==> src/rtl/pport_pkg.sv <==
// Shared definitions for the multi-channel parallel port: per-channel register
// offsets and the channel-index width helper.
package pport_pkg;

  typedef enum logic [2:0] {
    REG_DIR  = 3'd0,
    REG_PIN  = 3'd1,
    REG_PORT = 3'd2,
    REG_SET  = 3'd3,
    REG_CLR  = 3'd4,
    REG_TOG  = 3'd5,
    REG_EDGE = 3'd6,
    REG_MASK = 3'd7
  } reg_e;

  // Channel field is at least one bit wide even for a single port.
  function automatic int clog2_min1(input int n);
    return (n > 1) ? $clog2(n) : 1;
  endfunction

endpackage

==> src/rtl/pport_channel.sv <==
// One bidirectional port: direction/output/mask registers, input synchroniser,
// rising-edge capture with W1C clear, read mux and local interrupt term.
module pport_channel
  import pport_pkg::*;
#(
  parameter int WIDTH       = 8,
  parameter int SYNC_STAGES = 2
) (
  input  logic             clk,
  input  logic             reset_n,
  input  logic             wr_en,
  input  reg_e             reg_sel,
  input  logic [WIDTH-1:0] wr_data,
  input  logic [WIDTH-1:0] pad_in,
  output logic [WIDTH-1:0] port_out,
  output logic [WIDTH-1:0] dir_out,
  output logic [WIDTH-1:0] rd_data,
  output logic             ch_irq
);

  logic [WIDTH-1:0] sync_q [SYNC_STAGES];
  logic [WIDTH-1:0] dir_q, port_q, mask_q, edge_q, prev_q;
  logic [WIDTH-1:0] pin, rise, w1c;

  assign pin  = sync_q[SYNC_STAGES-1];
  assign rise = pin & ~prev_q;
  assign w1c  = (wr_en && reg_sel == REG_EDGE) ? wr_data : '0;

  always_ff @(posedge clk or negedge reset_n) begin
    if (!reset_n) begin
      for (int unsigned i = 0; i < SYNC_STAGES; i++) sync_q[i] <= '0;
    end else begin
      sync_q[0] <= pad_in;
      for (int unsigned i = 1; i < SYNC_STAGES; i++) sync_q[i] <= sync_q[i-1];
    end
  end

  always_ff @(posedge clk or negedge reset_n) begin
    if (!reset_n) begin
      dir_q  <= '0;
      port_q <= '0;
      mask_q <= '0;
      edge_q <= '0;
      prev_q <= '0;
    end else begin
      if (wr_en) begin
        case (reg_sel)
          REG_DIR:  dir_q  <= wr_data;
          REG_PORT: port_q <= wr_data;
          REG_SET:  port_q <= port_q | wr_data;
          REG_CLR:  port_q <= port_q & ~wr_data;
          REG_TOG:  port_q <= port_q ^ wr_data;
          REG_MASK: mask_q <= wr_data;
          default:  ;
        endcase
      end
      prev_q <= pin;
      // OR-ing rise after the clear lets a same-cycle new edge survive its W1C.
      edge_q <= (edge_q & ~w1c) | rise;
    end
  end

  always_comb begin
    rd_data = port_q;
    case (reg_sel)
      REG_DIR:  rd_data = dir_q;
      REG_PIN:  rd_data = pin;
      REG_EDGE: rd_data = edge_q;
      REG_MASK: rd_data = mask_q;
      default:  rd_data = port_q;
    endcase
  end

  assign port_out = port_q;
  assign dir_out  = dir_q;
  assign ch_irq   = |(edge_q & mask_q);

endmodule

==> src/rtl/pport_multi.sv <==
// N_CH-channel bidirectional parallel port on an Avalon-MM slave: address
// decode, registered read data (latency 1) and registered interrupt OR.
module pport_multi
  import pport_pkg::*;
#(
  parameter  int N_CH        = 3,
  parameter  int WIDTH       = 8,
  parameter  int SYNC_STAGES = 2,
  localparam int CH_BITS     = clog2_min1(N_CH)
) (
  input  logic                  clk,
  input  logic                  reset_n,
  input  logic [CH_BITS+2:0]    avs_address,
  input  logic                  avs_read,
  input  logic                  avs_write,
  input  logic [31:0]           avs_writedata,
  output logic [31:0]           avs_readdata,
  input  logic [N_CH*WIDTH-1:0] pp_in,
  output logic [N_CH*WIDTH-1:0] pp_out,
  output logic [N_CH*WIDTH-1:0] pp_oe,
  output logic                  irq
);

  logic [CH_BITS-1:0] ch_sel;
  reg_e               reg_sel;
  logic [WIDTH-1:0]   wr_data;
  logic [WIDTH-1:0]   ch_rd [N_CH];
  logic [N_CH-1:0]    ch_irq;
  logic [WIDTH-1:0]   rd_mux;
  logic               unused_wd;

  assign ch_sel    = avs_address[CH_BITS+2:3];
  assign reg_sel   = reg_e'(avs_address[2:0]);
  assign wr_data   = avs_writedata[WIDTH-1:0];
  assign unused_wd = ^avs_writedata;

  for (genvar c = 0; c < N_CH; c++) begin : g_ch
    pport_channel #(
      .WIDTH       (WIDTH),
      .SYNC_STAGES (SYNC_STAGES)
    ) u_ch (
      .clk      (clk),
      .reset_n  (reset_n),
      .wr_en    (avs_write && (ch_sel == CH_BITS'(c))),
      .reg_sel  (reg_sel),
      .wr_data  (wr_data),
      .pad_in   (pp_in[c*WIDTH +: WIDTH]),
      .port_out (pp_out[c*WIDTH +: WIDTH]),
      .dir_out  (pp_oe[c*WIDTH +: WIDTH]),
      .rd_data  (ch_rd[c]),
      .ch_irq   (ch_irq[c])
    );
  end

  // Unpopulated channel indices fall through to zero.
  always_comb begin
    rd_mux = '0;
    for (int unsigned c = 0; c < N_CH; c++) begin
      if (ch_sel == CH_BITS'(c)) rd_mux = ch_rd[c];
    end
  end

  always_ff @(posedge clk or negedge reset_n) begin
    if (!reset_n) begin
      avs_readdata <= '0;
      irq          <= 1'b0;
    end else begin
      if (avs_read) avs_readdata <= 32'(rd_mux);
      irq <= |ch_irq;
    end
  end

endmodule

==> config.mk <==
export PLATFORM = sky130hd
export DESIGN_NAME = pport_multi
export DESIGN_NICKNAME = d
export VERILOG_FILES = /design/src/rtl/pport_pkg.sv /design/src/rtl/pport_channel.sv /design/src/rtl/pport_multi.sv
export SDC_FILE = /design/constraint.sdc
export NUM_CORES = 1
export LEC_CHECK = 0
export BUFFER_PORTS_ARGS = -buffer_cell sky130_fd_sc_hd__buf_2
export CAP_MARGIN = 20
export CORE_UTILIZATION = 42
export DETAILED_ROUTE_END_ITERATION = 16
export MAX_ROUTING_LAYER = met4
export SLEW_MARGIN = 25
export SYNTH_ARGS = -nofsm -noshare
export SYNTH_HDL_FRONTEND = slang
export SYNTH_SLANG_ARGS = --single-unit
==> constraint.sdc <==
create_clock -name clk -period 1.4 [get_ports clk]
set_input_delay 0.07 -clock clk [delete_from_list [all_inputs] [get_ports clk]]
set_output_delay 0.07 -clock clk [all_outputs]
set_load 0.01 [all_outputs]
==> results of run 1 <==
-- worst max-delay path, stage by stage (launching register included) --
cell and delay, ns:
dfrtp_1 0.40, mux2_4 0.30, a221oi_4 0.28, nor4b_2 0.10, a311o_1 0.27
-- stage by stage --
stage	hold WS [ns]	cells	setup WS (ns)
final	0.0825	1284	-0.0736
after floorplan	-0.226	785	-0.0559
after detailed placement	0.0282	1206	-0.261
after global routing	0.0481	1283	-0.140
after global placement	0.0309	1206	-0.264
after CTS	0.0535	1266	-0.0585
-- state kept, by name, indices dropped and copies added (netlist names) --
register            flops
avs_readdata            8
g_ch.u_ch.sync_q       24
g_ch.u_ch.pin          24
g_ch.u_ch.mask_q       24
g_ch.u_ch.dir_out      24
g_ch.u_ch.prev_q       24
g_ch.u_ch.edge_q       24
g_ch.u_ch.port_out     24
irq                     1
-- routing by layer --
layer  up-vias  GRT usage
li1       3170          -
met1      3408      0.370
met2       242      0.414
met3        34     0.0523
met4         0      0.104
met5         -          -
-- power breakdown --
group / switching [W] / total [W] / internal [W]
Combinational: 0.00187 / 0.00365 / 0.00178
Clock: 0.00226 / 0.00481 / 0.00255
Sequential: 0.000558 / 0.00628 / 0.00572
-- synthesized netlist by cell type, drive strengths merged (19+ instances only) --
cell | count | area, sq um
o21ai | 37 | 185
a21oi | 38 | 190
a211oi | 33 | 268
clkbuf | 28 | 105
o22ai | 32 | 200
inv | 58 | 218
dfrtp | 177 | 4430
mux2 | 32 | 360
nor2 | 19 | 76.3
mux2i | 57 | 571
buf | 43 | 297
a22o | 25 | 219
nand2 | 61 | 229
ha | 48 | 601
-- path summary, 6_finish.rpt --
path	start	endpoint	slack (ns)	depth (start not counted)
setup / recovery	g_ch[2].u_ch.pin[2]$_DFF_PN0_	avs_readdata[2]$_DFFE_PN0P_	-0.07	4
hold / removal	avs_read	avs_readdata[3]$_DFFE_PN0P_	0.08	3
setup reg to reg	g_ch[2].u_ch.pin[2]$_DFF_PN0_	avs_readdata[2]$_DFFE_PN0P_	-0.07	4
hold reg to reg	g_ch[2].u_ch.sync_q[9]$_DFF_PN0_	g_ch[2].u_ch.pin[1]$_DFF_PN0_	0.35	0
max in group asynchronous	reset_n	g_ch[2].u_ch.port_out[3]$_DFFE_PN0P_	0.69	3
min in group asynchronous	reset_n	g_ch[2].u_ch.port_out[4]$_DFFE_PN0P_	0.14	2
-- final cells by class --
class / instances / area, sq um / share of cell area
well taps: 265 / 332 / 0.0289
repair buffers: 272 / 2030 / 0.177
clock inverters: 15 / 174 / 0.0152
diodes: 1 / 2.50 / 0.000218
flip-flops and latches: 177 / 4440 / 0.387
inverters: 58 / 223 / 0.0194
multi-input cells: 479 / 3840 / 0.335
clock buffers: 17 / 425 / 0.0371
-- cell families (layout without fill, tap and decap cells) --
kind of cell    count (synthesis)  in the layout
compound gates                204            204
flops                         177            177
fa+ha+maj                      48             48
other cells                     1             25
buf+inv                       129            362
simple gates                  112            112
mux                            90             90
xor+xnor                        1              1
-- timing repair --
action	CTS	global route
endpoints found under the hold margin	201	0
pin swaps	4	26
setup buffers	3	17
gates resized for setup	16	39
hold buffers	25	0
setup endpoints to repair	8	27
==> key figures, run 1 <==
Status
  • Outcome: finished, violations left
  • Failing checks: negative setup slack

Logic synthesis
  • Multiplexer area fraction after synthesis: 0.112
  • Synth Area in Adders: 0.0705
  • Number of synthesized flops with an enable pin: 0
  • Area of the mapped netlist: 0.00852 sq mm
  • Largest family of logic cells by synthesized area: compound AO/OA/AOI/OAI gates
  • #FFs+latches synth: 177
  • Top FF cell, synth: dfrtp_1
  • Asr flop ratio synth: 1.00
  • YS warnings: 0
  • Compound-Gate Fraction of Synth Area: 0.163
  • Syn Area/Cell: 11.2 sq um
  • Post-synthesis instance total: 762
  • Synth cell types: 49
  • Xor/xnor cell area share of the yosys netlist: 0.00191
  • Post-synthesis sequential area ratio: 0.520
  • Synth Area in Simple Gates: 0.0592

Floorplan
  • Die Area: 0.0208 sq mm
  • IO Pins: 146
  • Initial core utilization: 0.433
  • Core ar.: 0.0197 sq mm
  • Die width: 144 microns
  • # rows: 51
  • Die extent in y: 144 microns

Timing
  • Tmin final: 1.47 ns
  • RSZ-0062 raised after global routing: true
  • Fin. Hold Viols: 0
  • Max-slew violations: 0
  • Fmax: 0.679 GHz
  • Setup Skew: 0.00765 ns
  • Worst slew pin tran: 0.580 ns
  • Setup violators final: 3
  • Max_slew headroom: 0.613
  • Final period utilization: 1.05
  • Setup TNS: -0.128 ns
  • Final worst slack: -0.0736 ns

Detailed routing
  • Met1 Routed Length: 12100 microns
  • Post-DRT Antenna Nets: 0
  • DRT Pass-1 Iters: 5
  • Met2 wire len: 12300 microns
  • Drt via density: 5.34
  • Wirelength, routed: 26500 microns
  • Metal3 WL: 1430 microns
  • Max layer used: met4
  • Via count: 6854
  • Drt wl/cell: 20.6 microns
  • Starting DRT DRC Count: 401
  • Drt drc: 0

Placement
  • Port Buffers: 97
  • Placed Instance Area: 0.0103 sq mm
  • RD Place Congestion: 0.918
  • DP Wirelength: 18900 microns

Clock tree
  • Worst-Skew Late Latency: 0.44 ns
  • H-tree lvl count: 4
  • TritonCTS buffer count: 17
  • Clock-pin slew on the worst setup and hold paths: 0.07 ns
  • CTS tree: built
  • Total clock sinks: 177
  • CTS root buffer: clkbuf_16
  • Maximum clock insertion buffer count: 2

Cells and area
  • Fillers: 1678
  • Fin area: 0.0115 sq mm
  • Layout Utilization: 0.583
  • Nets: 1118
  • Share of cells above drive strength 1: 0.377
  • Most frequent cells in the layout: dfrtp_1 (170), buf_4 (134), buf_2 (95)
  • P&R area growth vs syn: 34.6%
  • Leading cell type in the layout, fill and taps excluded: dfrtp_1

Global route
  • Total track usage: 0.276
  • Largest net degree at the start of global routing: 38
  • First-pass GRT wire length: 40100 microns
  • Total grt overflow: 0
  • Vias in the first global route: 6659
  • Initial antenna violation count: 0

Power and ir drop
  • Maximum VDD drop: 0.00104 V
  • Power per standard cell area: 1290 mW/mm^2
  • Power, Total: 0.0147 W
  • Pleak: 5.49 nW

Setup path
  • Critical path class: reg2reg
  • CP Data Required Time: 1.72 ns
  • Arr. time, crit path: 1.79 ns
  • Critical Path Fanout Max: 2
  • Critical Path End Type: flop
  • Crit path launch type: flop

Run
  • Max-cap violations: 0

Min path
  • Min-Delay Path Class: in2reg
Note: power is estimated with default switching activity, not from simulation.
==> run 2, diff against run 1 <==
- BUFFER_PORTS_ARGS: -buffer_cell sky130_fd_sc_hd__buf_2 -> -buffer_cell sky130_fd_sc_hd__buf_4
==> key figures, run 2 (same netlist as run 1, synthesis figures left out) <==
Floorplan
  • # rows: 51
  • Die extent in y: 144 microns
  • Core ar.: 0.0197 sq mm
  • IO Pins: 146
  • Die width: 144 microns
  • Die Area: 0.0208 sq mm
  • Initial core utilization: 0.433

Clock tree
  • Total clock sinks: 177
  • Worst-Skew Late Latency: 0.44 ns
  • Maximum clock insertion buffer count: 2
  • CTS tree: built
  • H-tree lvl count: 4
  • Clock-pin slew on the worst setup and hold paths: 0.07 ns
  • TritonCTS buffer count: 17
  • CTS root buffer: clkbuf_16

Cells and area
  • Ant diodes: 0
  • Nets: 1135
  • P&R area growth vs syn: 38.7%
  • Most frequent cells in the layout: buf_4 (247), dfrtp_1 (170), nand2_1 (61)
  • Layout Utilization: 0.601
  • Leading cell type in the layout, fill and taps excluded: buf_4
  • Share of cells above drive strength 1: 0.388

Power and ir drop
  • Comb power frac: 0.274
  • Internal Pwr Total: 0.0101 W
  • Sw frac: 0.316
  • Maximum VDD drop: 0.000922 V
  • Power, Total: 0.0148 W
  • Sequential Power Share: 0.422
  • Pleak: 5.64 nW
  • Power per standard cell area: 1260 mW/mm^2
  • Clock power frac: 0.304
  • Sw power: 0.00469 W

Status
  • Failing checks: negative setup slack
  • Outcome: finished, violations left

Timing
  • Setup Skew: 0.0122 ns
  • Final period utilization: 1.09
  • Fin. Hold Viols: 0
  • RSZ-0062 raised after global routing: true
  • Worst hold margin: 0.106 ns
  • Fmax: 0.656 GHz
  • Tmin final: 1.52 ns
  • Max-slew violations: 0
  • Setup violators final: 3
  • Final worst slack: -0.124 ns

Detailed routing
  • Wirelength, routed: 27600 microns
  • DRT Pass-1 Iters: 5
  • Drt via density: 5.49
  • Post-DRT Antenna Nets: 0
  • Drt drc: 0
  • Via count: 7132
  • Drt wl/cell: 21.3 microns
  • Starting DRT DRC Count: 511

Global route
  • Total track usage: 0.287
  • Total grt overflow: 0
  • Vias in the first global route: 7106
  • Initial antenna violation count: 0
  • Largest net degree at the start of global routing: 42
  • First-pass GRT wire length: 41800 microns

Placement
  • RD Place Congestion: 0.996
  • DP Wirelength: 20100 microns
  • Port Buffers: 97

Setup path
  • Critical path class: reg2reg
  • Critical Path End Type: flop
  • CP Data Required Time: 1.76 ns
  • Crit path launch type: flop
  • Critical Path Fanout Max: 3
  • Arr. time, crit path: 1.88 ns

Run
  • Max-cap violations: 0

Min path
  • Min-Delay Path Class: in2reg
[run 2: power groups by stage]
| stage | clock [W] | sequential, W | combinational (W) |
|---|---|---|---|
| after floorplan | 0 | 0.00636 | 0.00154 |
| after global placement | 0 | 0.00635 | 0.00345 |
| after detailed placement | 0 | 0.00636 | 0.00358 |
| after CTS | 0.00460 | 0.00627 | 0.00376 |
| after global routing | 0.00480 | 0.00631 | 0.00441 |
| final | 0.00451 | 0.00626 | 0.00407 |
[run 2: cell type report]
class                   instances  area, sq um
multi-input cells             479         3840
fillers                      1640         7840
inverters                      58          223
clock inverters                14          126
flip-flops and latches        177         4440
clock buffers                  18          429
repair buffers                289         2420
well taps                     265          332
[run 2: per-layer routing]
layer,GRT usage,wire (microns),vias up
li1,-,-,3202
met1,0.368,11800,3582
met2,0.447,13300,294
met3,0.0513,1530,54
met4,0.122,982,0
met5,-,0,-
[run 2: per-stage QoR]
step	std cells	worst slack (ns)	TNS, ns	cell area (sq um)
2_1_floorplan	785	-0.0559	-1.33	8740
3_3_place_gp	1220	-0.427	-9.16	10600
3_5_place_dp	1220	-0.458	-11.26	10600
4_1_cts	1285	-0.0820	-0.178	11500
5_1_grt	1300	-0.122	-0.438	11800
6_report	1300	-0.124	-0.205	11800
[run 2: worst paths after layout]
path                                                       from                                    to  slack (ns)  cells after the start
max in group asynchronous                               reset_n      g_ch[0].u_ch.edge_q[2]$_DFF_PN0_        0.64                      3
setup reg to reg           g_ch[0].u_ch.port_out[2]$_DFFE_PN0P_           avs_readdata[2]$_DFFE_PN0P_       -0.12                      5
setup / recovery           g_ch[0].u_ch.port_out[2]$_DFFE_PN0P_           avs_readdata[2]$_DFFE_PN0P_       -0.12                      5
hold reg to reg                g_ch[2].u_ch.sync_q[9]$_DFF_PN0_         g_ch[2].u_ch.pin[1]$_DFF_PN0_        0.34                      0
min in group asynchronous                               reset_n  g_ch[1].u_ch.port_out[4]$_DFFE_PN0P_        0.13                      2
hold / removal                                 avs_writedata[6]   g_ch[1].u_ch.dir_out[6]$_DFFE_PN0P_        0.11                      3
[run 2: critical path: stages, from the launching register on]
cell and delay [ns]:
dfrtp_1 0.37, inv_2 0.06, a222oi_1 0.34, nor2_1 0.09, nor4b_2 0.40, a311o_1 0.19
[run 2: repair_timing]
item                                   4_1_cts  5_1_grt
endpoints found under the hold margin      202        0
hold buffers                                26        0
gates resized for setup                     18       34
setup buffers                                7       18
setup endpoints to repair                   12       30
pin swaps                                    4       33
==> run 3, diff against run 2 <==
- PLACE_DENSITY: not set -> 0.75
==> key figures, run 3 (same netlist as run 1, synthesis figures left out) <==
Detailed routing
  • Starting DRT DRC Count: 631
  • Drt wl/cell: 20.7 microns
  • Post-DRT Antenna Nets: 0
  • Via count: 7184
  • DRT Pass-1 Iters: 5
  • Wirelength, routed: 27100 microns
  • Drt drc: 0
  • Drt via density: 5.49

Floorplan
  • # rows: 51
  • Die width: 144 microns
  • Core ar.: 0.0197 sq mm
  • IO Pins: 146
  • Initial core utilization: 0.433
  • Die Area: 0.0208 sq mm
  • Die extent in y: 144 microns

Power and ir drop
  • Sw power: 0.00475 W
  • Clock power frac: 0.334
  • Sw frac: 0.300
  • Sequential Power Share: 0.396
  • Comb power frac: 0.270
  • Internal Pwr Total: 0.0111 W
  • Maximum VDD drop: 0.00122 V
  • Power per standard cell area: 1310 mW/mm^2
  • Pleak: 5.74 nW
  • Power, Total: 0.0158 W

Global route
  • Vias in the first global route: 6840
  • Largest net degree at the start of global routing: 45
  • Initial antenna violation count: 0
  • Met1 global-route usage: 0.359
  • Total grt overflow: 0
  • First-pass GRT wire length: 39700 microns
  • GR peak layer: met2
  • Total track usage: 0.271
  • Met3 GRT Util: 0.0470
  • Grt met2 use: 0.413

Timing
  • Setup Skew: 0.0186 ns
  • Fin. Hold Viols: 0
  • RSZ-0062 raised after global routing: true
  • Setup violators final: 2
  • Max-slew violations: 0
  • Fmax: 0.660 GHz
  • Tmin final: 1.51 ns
  • Final period utilization: 1.08
  • Final worst slack: -0.115 ns

Setup path
  • CP Data Required Time: 1.71 ns
  • Arr. time, crit path: 1.82 ns
  • Critical Path End Type: flop
  • Crit path max-delay cell type: mux4_2
  • CP delay by family, top: multiplexers
  • Worst-path cell chain: mux2_4, mux4_2, o21ai_2, a21oi_1
  • Crit path launch type: flop
  • Largest stage delay, worst path: 0.48 ns
  • Critical Path Fanout Max: 2
  • CP bufs+invs: 0
  • Critical path class: reg2reg

Cells and area
  • Nets: 1144
  • Leading cell type in the layout, fill and taps excluded: buf_4
  • Ant diodes: 0
  • P&R area growth vs syn: 41.8%
  • Share of cells above drive strength 1: 0.401
  • Fillers: 1557
  • Most frequent cells in the layout: buf_4 (246), dfrtp_1 (169), nand2_1 (61)
  • Finished Layout Cells: 1309

Clock tree
  • H-tree lvl count: 4
  • Clock-pin slew on the worst setup and hold paths: 0.07 ns
  • CTS tree: built
  • Total clock sinks: 177
  • CTS root buffer: clkbuf_16
  • Maximum clock insertion buffer count: 2
  • Worst-Skew Late Latency: 0.44 ns
  • TritonCTS buffer count: 17

Placement
  • RD Place Congestion: 0.938
  • Post-Place Cells: 1212
  • DP Wirelength: 19100 microns
  • Port Buffers: 97

Run
  • Max-cap violations: 0

Min path
  • Min-Delay Path Class: in2reg

Status
  • Failing checks: negative setup slack
  • Outcome: finished, violations left
==> run 3: metrics by stage <==
| stage | hold WS, ns | instance area (sq um) | util | setup slack (ns) | setup TNS [ns] |
|---|---|---|---|---|---|
| finish | 0.0835 | 12100 | 0.614 | -0.115 | -0.220 |
| global route | 0.108 | 12100 | 0.614 | -0.257 | -0.637 |
| detailed placement | 0.0498 | 10500 | 0.535 | -0.237 | -7.98 |
| global placement | 0.0520 | 10500 | 0.535 | -0.203 | -6.19 |
| CTS | 0.0556 | 11500 | 0.585 | -0.0985 | -0.162 |
| floorplan | -0.226 | 8740 | - | -0.0559 | -1.33 |
==> run 3: final timing paths <==
path                       cells after the start                        startpoint  slack (ns)                                   end
hold reg to reg                                0  g_ch[0].u_ch.sync_q[9]$_DFF_PN0_        0.35         g_ch[0].u_ch.pin[1]$_DFF_PN0_
max in group asynchronous                      3                           reset_n        0.65  g_ch[2].u_ch.port_out[0]$_DFFE_PN0P_
setup reg to reg                               4     g_ch[0].u_ch.pin[7]$_DFF_PN0_       -0.11           avs_readdata[7]$_DFFE_PN0P_
min in group asynchronous                      2                           reset_n        0.16  g_ch[0].u_ch.port_out[7]$_DFFE_PN0P_
hold / removal                                 4                    avs_address[4]        0.08           avs_readdata[7]$_DFFE_PN0P_
setup / recovery                               4     g_ch[0].u_ch.pin[7]$_DFF_PN0_       -0.11           avs_readdata[7]$_DFFE_PN0P_
==> run 3: timing repair <==
action | CTS | global route
resized for setup | 10 | 68
endpoints found under the setup margin | 10 | 40
cloned | 0 | 0
buffers inserted | 6 | 33
hold buffers | 27 | 0
pin swaps | 5 | 35
hold endpoints to repair | 155 | 0
==> run 3: final cells by class <==
| type | count | area [sq um] | area share |
|---|---|---|---|
| Tap cell | 265 | 332 | 0.0275 |
| Clock inverter | 13 | 198 | 0.0164 |
| Multi-Input combinational cell | 479 | 3940 | 0.326 |
| Clock buffer | 19 | 453 | 0.0375 |
| Inverter | 58 | 223 | 0.0184 |
| Timing Repair Buffer | 298 | 2490 | 0.206 |
| Sequential cell | 177 | 4440 | 0.368 |
==> run 3: worst reg2reg max path, delay by kind of cell, from the launching register on <==
kind / cells / cell delay, ns
multiplexers: 2 / 0.77
flip-flops: 1 / 0.40
AO/OA/AOI/OAI: 2 / 0.23
==> run 3: power by group through the flow <==
stage	combinational (W)	sequential [W]	clock, W
finish	0.00427	0.00628	0.00529
global route	0.00462	0.00633	0.00555
CTS	0.00363	0.00627	0.00533
detailed placement	0.00347	0.00637	0
global placement	0.00335	0.00635	0
floorplan	0.00154	0.00636	0
==> run 3: per-layer routing <==
metal	share of wire	vias up
met5	0	-
met4	0.027	0
met3	0.064	40
met2	0.48	286
met1	0.43	3640
li1	-	3218
